`config.mk`:
```
export PLATFORM = sky130hd
export DESIGN_NAME = matmul_sequencer
export DESIGN_NICKNAME = d
export VERILOG_FILES = /design/src/rtl/matmul_seq_pkg.sv /design/src/rtl/seq_result_buf.sv /design/src/rtl/matmul_sequencer.sv
export SDC_FILE = /design/constraint.sdc
export NUM_CORES = 1
export LEC_CHECK = 0
export CAP_MARGIN = 5
export CORE_UTILIZATION = 42
export CTS_CLUSTER_SIZE = 12
export DETAILED_ROUTE_END_ITERATION = 8
export PLACE_DENSITY = 0.68
export SYNTH_ARGS = -nofsm -noshare
export SYNTH_HDL_FRONTEND = slang
export SYNTH_HIERARCHICAL = 1
export SYNTH_SLANG_ARGS = --single-unit
```
`constraint.sdc`:
```
create_clock -name clk_i -period 5.9 [get_ports clk_i]
set_input_delay 1.18 -clock clk_i [delete_from_list [all_inputs] [get_ports clk_i]]
set_output_delay 1.18 -clock clk_i [all_outputs]
set_load 0.005 [all_outputs]
```
`src/rtl/matmul_seq_pkg.sv`:
```
// Shared types and sizing helpers for the matrix-multiply sequencer.
package matmul_seq_pkg;

    typedef enum logic [2:0] {
        LOAD    = 3'd0,
        FLUSH   = 3'd1,
        COLLECT = 3'd2,
        DRAIN   = 3'd3,
        CLEAR   = 3'd4
    } state_e;

    // Bits needed to hold every value from 0 up to and including max_count.
    function automatic int count_width(input int max_count);
        return (max_count < 1) ? 1 : $clog2(max_count + 1);
    endfunction

endpackage

```
`src/rtl/seq_result_buf.sv`:
```
// Result register file: one synchronous write port, one asynchronous read port.
module seq_result_buf #(
    parameter int width_p     = 8,
    parameter int depth_p     = 4,
    parameter int idx_width_p = 2
) (
    input  logic                   clk_i,
    input  logic                   we_i,
    input  logic [idx_width_p-1:0] w_idx_i,
    input  logic [width_p-1:0]     w_data_i,
    input  logic [idx_width_p-1:0] r_idx_i,
    output logic [width_p-1:0]     r_data_o
);

    logic [width_p-1:0] mem_q [depth_p];

    // NOTE: no reset on the storage; the sequencer's pointers alone decide which entries are live.
    always_ff @(posedge clk_i) begin
        if (we_i) begin
            mem_q[w_idx_i] <= w_data_i;
        end
    end

    assign r_data_o = mem_q[r_idx_i];

endmodule

```
`src/rtl/matmul_sequencer.sv`:
```
// Sequences one matrix multiply through the systolic array: load, flush, collect, drain.
// Optional watchdog on result collection is enabled by defining MATMUL_SEQ_TIMEOUT_EN.
module matmul_sequencer
    import matmul_seq_pkg::*;
#(
    parameter int width_p         = 8,
    parameter int array_width_p   = 2,
    parameter int array_height_p  = 2,
    parameter int timeout_width_p = 24
) (
    input  logic               clk_i,
    input  logic               reset_i,
    input  logic               valid_i,
    input  logic [width_p-1:0] data_i,
    output logic               ready_o,
    input  logic               abort_i,
    output logic               arr_valid_o,
    output logic [width_p-1:0] arr_data_o,
    input  logic               arr_ready_i,
    output logic               arr_flush_o,
    input  logic               arr_valid_i,
    input  logic [width_p-1:0] arr_data_i,
    output logic               arr_yumi_o,
    output logic               valid_o,
    output logic [width_p-1:0] data_o,
    input  logic               yumi_i,
    output logic               done_o,
    output logic               error_o,
    output logic [2:0]         state_o
);

    localparam int num_macs_p = array_width_p * array_height_p;
    localparam int num_ops_p  = 2 * num_macs_p;
    localparam int cnt_w      = count_width(num_ops_p);
    localparam int idx_w      = (num_macs_p > 1) ? $clog2(num_macs_p) : 1;

    localparam logic [cnt_w-1:0] cnt_one   = cnt_w'(1);
    localparam logic [cnt_w-1:0] ops_last  = cnt_w'(num_ops_p - 1);
    localparam logic [cnt_w-1:0] macs_last = cnt_w'(num_macs_p - 1);

    state_e             state_q, state_d;
    logic [cnt_w-1:0]   op_cnt_q, op_cnt_d;
    logic [cnt_w-1:0]   res_cnt_q, res_cnt_d;
    logic [cnt_w-1:0]   rd_ptr_q, rd_ptr_d;
    logic               done_q, done_d;
    logic               buf_we;
    logic [width_p-1:0] buf_rdata;

`ifdef MATMUL_SEQ_TIMEOUT_EN
    logic [timeout_width_p-1:0] wd_q, wd_d;

    // Restart on COLLECT entry (from FLUSH) and on every accepted result.
    assign wd_d = (state_q == FLUSH || (state_q == COLLECT && arr_valid_i)) ? '0 :
                  (state_q == COLLECT) ? wd_q + timeout_width_p'(1) : wd_q;

    always_ff @(posedge clk_i or posedge reset_i) begin
        if (reset_i) begin
            wd_q <= '0;
        end else begin
            wd_q <= wd_d;
        end
    end
`else
    localparam int unused_timeout_width = timeout_width_p;
`endif

    seq_result_buf #(
        .width_p    (width_p),
        .depth_p    (num_macs_p),
        .idx_width_p(idx_w)
    ) u_buf (
        .clk_i   (clk_i),
        .we_i    (buf_we),
        .w_idx_i (res_cnt_q[idx_w-1:0]),
        .w_data_i(arr_data_i),
        .r_idx_i (rd_ptr_q[idx_w-1:0]),
        .r_data_o(buf_rdata)
    );

    // NOTE: every output and next-state value gets a default first so no path can infer a latch.
    always_comb begin
        state_d     = state_q;
        op_cnt_d    = op_cnt_q;
        res_cnt_d   = res_cnt_q;
        rd_ptr_d    = rd_ptr_q;
        done_d      = 1'b0;
        buf_we      = 1'b0;
        ready_o     = 1'b0;
        arr_valid_o = 1'b0;
        arr_data_o  = '0;
        arr_flush_o = 1'b0;
        arr_yumi_o  = 1'b0;
        valid_o     = 1'b0;
        error_o     = 1'b0;

        case (state_q)
            LOAD: begin
                ready_o     = arr_ready_i;
                arr_valid_o = valid_i;
                arr_data_o  = data_i;
                if (valid_i && arr_ready_i) begin
                    if (op_cnt_q == ops_last) begin
                        op_cnt_d = '0;
                        state_d  = FLUSH;
                    end else begin
                        op_cnt_d = op_cnt_q + cnt_one;
                    end
                end
            end
            FLUSH: begin
                arr_flush_o = 1'b1;
                state_d     = COLLECT;
            end
            COLLECT: begin
                arr_yumi_o = arr_valid_i;
                if (arr_valid_i) begin
                    buf_we    = 1'b1;
                    res_cnt_d = res_cnt_q + cnt_one;
                    if (res_cnt_q == macs_last) begin
                        state_d = DRAIN;
                    end
                end
`ifdef MATMUL_SEQ_TIMEOUT_EN
                else if (wd_q == '1) begin
                    error_o = 1'b1;
                    state_d = CLEAR;
                end
`endif
            end
            DRAIN: begin
                valid_o = 1'b1;
                if (yumi_i) begin
                    if (rd_ptr_q == macs_last) begin
                        done_d    = 1'b1;
                        rd_ptr_d  = '0;
                        res_cnt_d = '0;
                        state_d   = LOAD;
                    end else begin
                        rd_ptr_d = rd_ptr_q + cnt_one;
                    end
                end
            end
            CLEAR: begin
                // Flush the array and swallow whatever stale result it is still presenting.
                arr_flush_o = 1'b1;
                arr_yumi_o  = arr_valid_i;
                op_cnt_d    = '0;
                res_cnt_d   = '0;
                rd_ptr_d    = '0;
                state_d     = LOAD;
            end
            default: begin
                state_d = LOAD;
            end
        endcase

        if (abort_i) begin
            state_d = CLEAR;
            done_d  = 1'b0;
            error_o = 1'b0;
        end
    end

    assign data_o  = valid_o ? buf_rdata : '0;
    assign done_o  = done_q;
    assign state_o = state_q;

    // NOTE: sequential state uses non-blocking assignments so all registers update from pre-edge values.
    always_ff @(posedge clk_i or posedge reset_i) begin
        if (reset_i) begin
            state_q   <= LOAD;
            op_cnt_q  <= '0;
            res_cnt_q <= '0;
            rd_ptr_q  <= '0;
            done_q    <= 1'b0;
        end else begin
            state_q   <= state_d;
            op_cnt_q  <= op_cnt_d;
            res_cnt_q <= res_cnt_d;
            rd_ptr_q  <= rd_ptr_d;
            done_q    <= done_d;
        end
    end

endmodule

```
== Yosys cells after proc, flatten, opt, wreduce, memory -nomap -nowiden ==
Memories as Yosys holds them, arrays and structs flattened.
Cells that the tools add are included.

* Register bits: 16
* Latch bits: 0
* Bits in writable memories: 32
* ROM bits: 0
* Bits of input ports: 23
* Output and inout bits: 26
* Word-level logic and storage cells: 70
* Memories kept: 1

{| class="wikitable"
|+ Memories
! name !! depth !! width !! read ports !! clocked after Yosys merged registers in !! write ports !! RTL line !! text
|-
| u_buf.mem_q || 4 || 8 || 1 || 0 || 1 || seq_result_buf.sv:15 || <nowiki>logic [width_p-1:0] mem_q [depth_p];</nowiki>
|}

* Add/subtract/negate cells: 3
* Multipliers: 0
* Div/mod/pow operators: 0
* Magnitude comparators: 0
* Eq/ne operators: 17
* Shift operators: 0
* Mux-type cells: 33
* Bitwise operators: 0
* Reductions and logical operators: 11

{| class="wikitable"
|+ Operators by type and width
! operator !! count
|-
| 4-bit two-way mux || 7
|-
| 3-bit two-way mux || 7
|-
| 3-bit inequality test, second input constant || 6
|-
| 8-bit two-way mux || 2
|-
| 4-bit one-hot mux with 2 select lines || 2
|-
| 1-bit two-way mux || 13
|-
| 4-bit by 1-bit adder with 4-bit output, second input constant || 3
|-
| 3-bit one-hot mux with 4 select lines || 1
|-
| 4-bit one-hot mux with 3 select lines || 1
|-
| 4-bit by 2-bit == test with 1-bit output, second input constant || 2
|-
| 2-bit inequality test, second input constant || 4
|-
| 3-bit by 2-bit == test with 1-bit output, second input constant || 2
|-
| 6-bit AND reduction || 1
|-
| 4-bit by 3-bit == test with 1-bit output, second input constant || 1
|-
| 2-bit AND reduction || 2
|-
| 4-bit AND reduction || 1
|-
| 2-bit nonzero test || 2
|-
| 2-bit OR reduction || 2
|-
| 3-bit by 1-bit == test with 1-bit output, second input constant || 1
|-
| 3-bit == test, second input constant || 1
|-
| 3-bit zero test || 1
|-
| 3-bit nonzero test || 1
|-
| 1-bit logical AND || 1
|}

== Depth between registers and ports, before layout ==
Gate-level depths: netlist of run 1.

* Depth after elaboration: 5
* Gate-level depth with buffers: 6
* Depth with buffers taken out: 5

== Modules after synthesis ==
The synthesis of run 1 kept the hierarchy.

{| class="wikitable"
|+ By module, submodules not included
! module !! instances !! cells each !! area each (sq um) !! seq. area each (sq um)
|-
| seq_result_buf || 1 || 46 || 1,188.6 || 960.9
|-
| matmul_sequencer || 1 || 117 || 1,041.0 || 400.4
|}

== Least setup slack after synthesis of run 1 ==
OpenSTA, ideal clock, no wires.

* Path kind: input -> output
* From: input port arr_valid_i
* To: output port arr_yumi_o
* Data arrival time: 1.423 ns
* Data required time: 4.720 ns
* Path slack: 3.297 ns
* Cell stages on the path: 2
* Path buffers: 0
* Cells stage by stage: nand4bb_2 nand2_1

* Cells in the longest elaborated chain, start to end: 1

{| class="wikitable"
|+ RTL lines
! what !! RTL line !! text
|-
| start, declared || matmul_sequencer.sv:21 || <nowiki>input logic arr_valid_i,</nowiki>
|-
| 1-bit two-way mux || matmul_sequencer.sv:96 || <nowiki>case (state_q)</nowiki>
|-
| end, declared || matmul_sequencer.sv:23 || <nowiki>output logic arr_yumi_o,</nowiki>
|}

No other way between the ends.

== Worst setup path in the final report of run 1 ==
Ends and elaborated chain as after synthesis.

==> qor.txt, run 1 <==
Post-synth top area cell = edfxtp_1
Post-Route WL = 4.36 mm
Num rows = 26
Post_cts resized = 0
Core Util, Final = 56.1%
Placed Cells = 271
Clock latency on the worst-skew pair = 290 ps
Die H = 74.9 um
Cells after Synth = 163
Setup TNS = 0 ps
Reg2reg end = state_o[0]
Reg2reg setup slack = 3900 ps
Cell Count, Final, Fillers Out = 279
Share of cells above drive strength 1 = 12.0%
Syn_area_per_cell = 13.7 um^2
Wire per inst = 15.6 um
Crit path max-delay family = buffers and inverters
Ant. Diodes = 0
Htree depth = 2
Power share of the sequential group = 53.8%
Hold Violations, Final = 0
Dpl hpwl = 3.19 mm
Comb power frac = 6.1%
DIE AREA = 5600 um^2
Async SR Flop Fraction = 33.3%
Maximum vdd drop = 0.106 mV
Dominant synthesized flop cell = edfxtp_1
PD cells = 236 nW/um^2
Final slew viol count = 0
TritonCTS buffer count = 5
GPL Wtd Cong = 0.846
First-pass GRT wire length = 6.98 mm
Netlist cell types = 42
Count leader, synth = edfxtp_1
Min-delay src = res_cnt_q[3]
Leakage Power = 0.00105 uW
Crit path capture type = output pin
Hold Crit Depth = 1
Final net count = 234
Final period util = 62.4%
Worst reg-to-reg path cell count = 5
Sw power = 120 uW
Setup bufs post-CTS = 0
Initial antenna violation count = 0
Netlist Area Pre-Place = 2230 um^2
RSZ-0062 raised after global routing = false
Hold EP = res_cnt_q[3]
Critical Path Start Type = primary input
Max incr delay on CP = 520 ps
Number of synthesized flops with an enable pin = 32
Detailed-route DRC error count = 0
Total clock sinks = 48
Critical Path Fanout Max = 5
Buf/Inv on CP = 2
Core ar. = 5110 um^2
CP arrival = 2500 ps
Commonest cells post-synth = edfxtp_1, and2_1, dfrtp_1, nand2_1, mux4_2
Worst-path cell chain = clkdlybuf4s50_1 > nand4bb_2 > nand2_1 > clkdlybuf4s50_1
# fillers = 453
Synth warnings = 6
Hold-fix buffers, CTS = 0
Port bufs = 47
CTS tree = done
Initial Util = 43.7%
Root buffer cell = clkbuf_8
Synth top area share = 43.1%
Sw Ratio = 17.7%
Worst hold path class = register to register
Clock Path Buffers = 2
ANT nets after route = 0
Pint = 555 uW
DR vias/cell = 5.16
Tmin final = 3680 ps
Clk network pwr share = 40.2%
Worst-Margin Slew = 771 ps
Critical path class = primary input to output pin
#FFs+latches synth = 48
Highest clock rate = 0.272 GHz
Worst EP required = 4720 ps
Cells taking the most area after synthesis = edfxtp_1, dfrtp_1, mux4_2
Status = completed
Ports = 49
Area Overhead vs Synth = 28.5%
Largest net degree at the start of global routing = 17
Clk slew on worst S/H paths = 80 ps
Total track usage = 16.8%
Clock skew = 6.57 ps
Max-cap violation count = 0
Vias in the first global route = 1457
Worst r2r src = rd_ptr_q[0]
Critical path's slowest cell = clkdlybuf4s50_1
DRT Pass-1 Iters = 4
Vias = 1440
Slew margin rel. = 48.2%
DR iter-0 viols = 67
Syn_nets = 189
Die width = 74.9 um
Cell mode on critical path = clkdlybuf4s50_1
Final setup violation count = 0
Sequential fraction of the synthesis area = 61.1%
GRT Residual Overflow = 0
[layout make-up]
cell class | instances | area, um^2 | share of cell area [%]
well taps | 70 | 87.6 | 3.06
repair buffers | 48 | 478 | 16.7
clock buffers | 6 | 72.6 | 2.53
flip-flops and latches | 48 | 1360 | 47.5
clock inverters | 2 | 60.1 | 2.10
inverters | 2 | 7.51 | 0.262
multi-input cells | 103 | 798 | 27.9
[layout by cell type (no fill, tap or decap), types with 2 or more instances in the layout]
master           Yosys  routed
and3_1               2       2
nor3_1               3       3
nand3_1              2       2
dfrtp_1             16      16
a22o_1               2       2
a31oi_1              2       2
clkbuf_8             0       5
mux4_2               8       8
ha_1                 3       3
nand2_1             16      16
o21ai_0              7       7
nand2b_1             2       2
bufinv_16            0       2
o21ai_1              7       7
xnor2_1              2       2
edfxtp_1            32      32
nand4_1              2       2
clkdlybuf4s50_1      0      47
and3b_1              3       3
and2_1              18      18
nor3b_2              2       2
nor2_1               6       6
[stage by stage]
stage               power, uW  instance area, um^2  setup WS (ps)  hold slack, ps
floorplan                 383                 2230           3300             454
global placement          409                 2730           2260             482
detailed placement        411                 2730           2220             497
CTS                       680                 2870           2210             509
global route              697                 2870           2150             523
finish                    675                 2870           2220             507
[registers in the layout, summed over array words and instances, names as in the netlist]
| signal | count |
|---|---|
| u_buf/mem_q | 32 |
| op_cnt_q | 4 |
| rd_ptr_q | 4 |
| res_cnt_q | 4 |
| state_o | 3 |
| done_o | 1 |
[power by group through the flow]
stage	clock network, uW	logic, uW	registers (uW)
after global placement	0	39.6	370
final	271	41.0	363
after global routing	290	44.1	363
after CTS	276	41.4	363
after detailed placement	0	41.3	370
after floorplan	0	14.4	369
[per-layer routing]
| metal | track usage [%] | part of all wire, % | vias to the layer above |
|---|---|---|---|
| met5 | 0 | 0 | - |
| met4 | 4.82 | 1.4 | 0 |
| met3 | 4.02 | 4.0 | 8 |
| met2 | 30.0 | 51 | 41 |
| met1 | 20.3 | 44 | 702 |
| li1 | - | - | 689 |
[how the worst max path moves through the flow]
| stage | from | cells past startpoint | end | slack (ps) |
|---|---|---|---|---|
| 2_1_floorplan | arr_valid_i | 2 | arr_yumi_o | 3300 |
| 3_3_place_gp | arr_valid_i | 4 | arr_yumi_o | 2260 |
| 3_5_place_dp | arr_valid_i | 4 | arr_yumi_o | 2220 |
| 4_1_cts | arr_valid_i | 4 | arr_yumi_o | 2210 |
| 5_1_grt | arr_valid_i | 4 | arr_yumi_o | 2150 |
| 6_report | arr_valid_i | 4 | arr_yumi_o | 2220 |
[cells by family after synthesis]
kind of cell / count (synthesis) / synth area share [%]
mux: 9 / 8.53
xor+xnor: 2 / 0.786
buf+inv: 12 / 3.14
flops: 48 / 61.1
other cells: 1 / 0.168
simple gates: 66 / 18.5
compound gates: 22 / 6.12
fa+ha+maj: 3 / 1.68
No activity file was read; power rests on OpenSTA's default activity.
==> inputs of run 2 (changes only) <==
--- a/config.mk
+++ b/config.mk
@@ -9,7 +9,7 @@
 export CORE_UTILIZATION = 42
 export CTS_CLUSTER_SIZE = 12
 export DETAILED_ROUTE_END_ITERATION = 8
-export PLACE_DENSITY = 0.68
+export PLACE_DENSITY = 0.71
 export SYNTH_ARGS = -nofsm -noshare
 export SYNTH_HDL_FRONTEND = slang
 export SYNTH_HIERARCHICAL = 1
==> constraint.sdc (replaced) <==
create_clock -name clk_i -period 3.3 [get_ports clk_i]
set_input_delay 0.66 -clock clk_i [delete_from_list [all_inputs] [get_ports clk_i]]
set_output_delay 0.66 -clock clk_i [all_outputs]
set_load 0.005 [all_outputs]
==> run 2 against run 1 <==
Against the previous run: critical path depth shrank 1; critical endpoint is now data_o[2]; clock skew barely moved; largest power group unchanged; first-iteration DRC count increased by 21%; highest routed layer unchanged.
==> qor.txt, run 2 (synthesis results as in run 1) <==
Status = completed
Placed Cells = 272
Max-cap violation count = 0
Ant. Diodes = 0
Clk slew on worst S/H paths = 80 ps
Min-delay src = op_cnt_q[3]
Critical Path Fanout Max = 12
Ports = 49
Vias in the first global route = 1411
Crit path capture type = output pin
Dpl ws = 687 ps
Final period util = 87.0%
Clock latency on the worst-skew pair = 300 ps
DR vias/cell = 5.10
Post-Route WL = 4.10 mm
Die width = 74.9 um
GRT Residual Overflow = 0
Clock Path Buffers = 2
Core ar. = 5110 um^2
Post_cts resized = 0
Final setup violation count = 0
Leakage Power = 0.00105 uW
Comb power frac = 6.1%
RSZ-0062 raised after global routing = false
Pint = 993 uW
Wire per inst = 14.6 um
Root buffer cell = clkbuf_8
Setup TNS = 0 ps
Crit path launch = rd_ptr_q[0]
Critical path's slowest cell = dfrtp_1
Worst hold path class = register to register
Setup bufs post-CTS = 0
Worst-Margin Slew = 638 ps
CP arrival = 2210 ps
Clk network pwr share = 40.4%
Dpl hpwl = 2.89 mm
Clock skew = 6.90 ps
PD cells = 422 nW/um^2
Critical Path Start Type = register
Power share of the sequential group = 53.5%
Hold Violations, Final = 0
Sw Ratio = 18.1%
Vias = 1429
Worst reg-to-reg path cell count = 5
Slew margin rel. = 57.4%
Dpl cell area = 2740 um^2
Worst EP required = 2640 ps
Worst-path cell chain = mux4_2 > and2_1 > clkdlybuf4s50_1
Final net count = 235
Most frequent cells in the layout = clkdlybuf4s50_1, edfxtp_1, and2_1
Final WS setup = 429 ps
DIE AREA = 5600 um^2
Buf/Inv on CP = 1
Port bufs = 47
Most common cell after layout, fill and taps aside = clkdlybuf4s50_1
GPL Wtd Cong = 0.850
Hold Crit Depth = 1
Final slew viol count = 0
Area Overhead vs Synth = 28.8%
Crit path depth = 3
Initial antenna violation count = 0
Critical path class = register to output pin
Largest net degree at the start of global routing = 17
Maximum vdd drop = 0.229 mV
Num rows = 26
CTS tree = done
Hold-fix buffers, CTS = 0
Highest clock rate = 0.348 GHz
Die H = 74.9 um
Max incr delay on CP = 750 ps
ANT nets after route = 0
DRT Pass-1 Iters = 4
Worst r2r src = rd_ptr_q[0]
Share of cells above drive strength 1 = 12.4%
Cell Count, Final, Fillers Out = 280
Initial Util = 43.7%
Detailed-route DRC error count = 0
TritonCTS buffer count = 5
Most flops, register = u_buf/mem_q
Htree depth = 2
Hold_ws = 508 ps
Sw power = 219 uW
Total track usage = 16.5%
Total clock sinks = 48
Crit path max-delay family = flip-flops
First-pass GRT wire length = 6.76 mm
DR iter-0 viols = 81
Cell area after layout = 2870 um^2
Tmin final = 2870 ps
Max FFs per register = 32
==> run 2: cell types whose count changed in the layout (fill, tap and decap cells not counted) <==
cell   before  now
buf_4       1    2
==> run 2: worst paths after layout <==
check	end	slack (ps)
setup reg to reg	state_o[0]	1340
hold / removal	op_cnt_q[3]	510
hold reg to reg	op_cnt_q[3]	510
min in group asynchronous	rd_ptr_q[2]	740
setup / recovery	data_o[2]	430
max in group asynchronous	state_o[2]	2150
==> run 2: area by class of cell <==
| type | instances | area, um^2 |
|---|---|---|
| well taps | 70 | 87.6 |
| multi-input cells | 103 | 798 |
| clock buffers | 6 | 72.6 |
| flip-flops and latches | 48 | 1360 |
| repair buffers | 49 | 485 |
| inverters | 2 | 7.51 |
| fillers | 442 | 2230 |
| clock inverters | 2 | 60.1 |
==> run 2: layer usage <==
metal | GRT usage, % | routed length (um) | share of wire, % | up-vias
met5 | 0 | 0 | 0 | -
met4 | 5.87 | 44 | 1.1 | 0
met3 | 4.42 | 184 | 4.5 | 6
met2 | 27.0 | 2010 | 49 | 35
met1 | 21.4 | 1860 | 45 | 694
li1 | - | - | - | 694
==> run 2: power groups by stage <==
| stage | registers (uW) | clock network (uW) | logic, uW |
|---|---|---|---|
| global route | 649 | 524 | 80.8 |
| detailed placement | 662 | 0 | 74.9 |
| finish | 648 | 490 | 74.0 |
| global placement | 662 | 0 | 73.4 |
| floorplan | 660 | 0 | 25.8 |
| CTS | 648 | 500 | 75.0 |
==> run 2: metrics by stage <==
| step | power [uW] | utilization (%) |
|---|---|---|
| 6_report | 1210 | 56.2 |
| 2_1_floorplan | 686 | - |
| 5_1_grt | 1250 | 56.2 |
| 3_5_place_dp | 736 | 53.7 |
| 4_1_cts | 1220 | 56.2 |
| 3_3_place_gp | 735 | 53.7 |
==> run 2: worst register-to-register path, delay by kind of cell, from the launching register on <==
kind	cells	cell delay [ps]
flip-flops	1	610
adder cells (fa/ha/maj)	1	350
multiplexers	1	230
AND/OR/NAND/NOR	3	680
==> inputs of run 3 (changes only) <==
--- a/config.mk
+++ b/config.mk
@@ -14,3 +14,4 @@
 export SYNTH_HDL_FRONTEND = slang
 export SYNTH_HIERARCHICAL = 1
 export SYNTH_SLANG_ARGS = --single-unit
+export TNS_END_PERCENT = 50
==> results of run 3 <==
The final DEF is identical to that of run 2; final timing and power are the same.
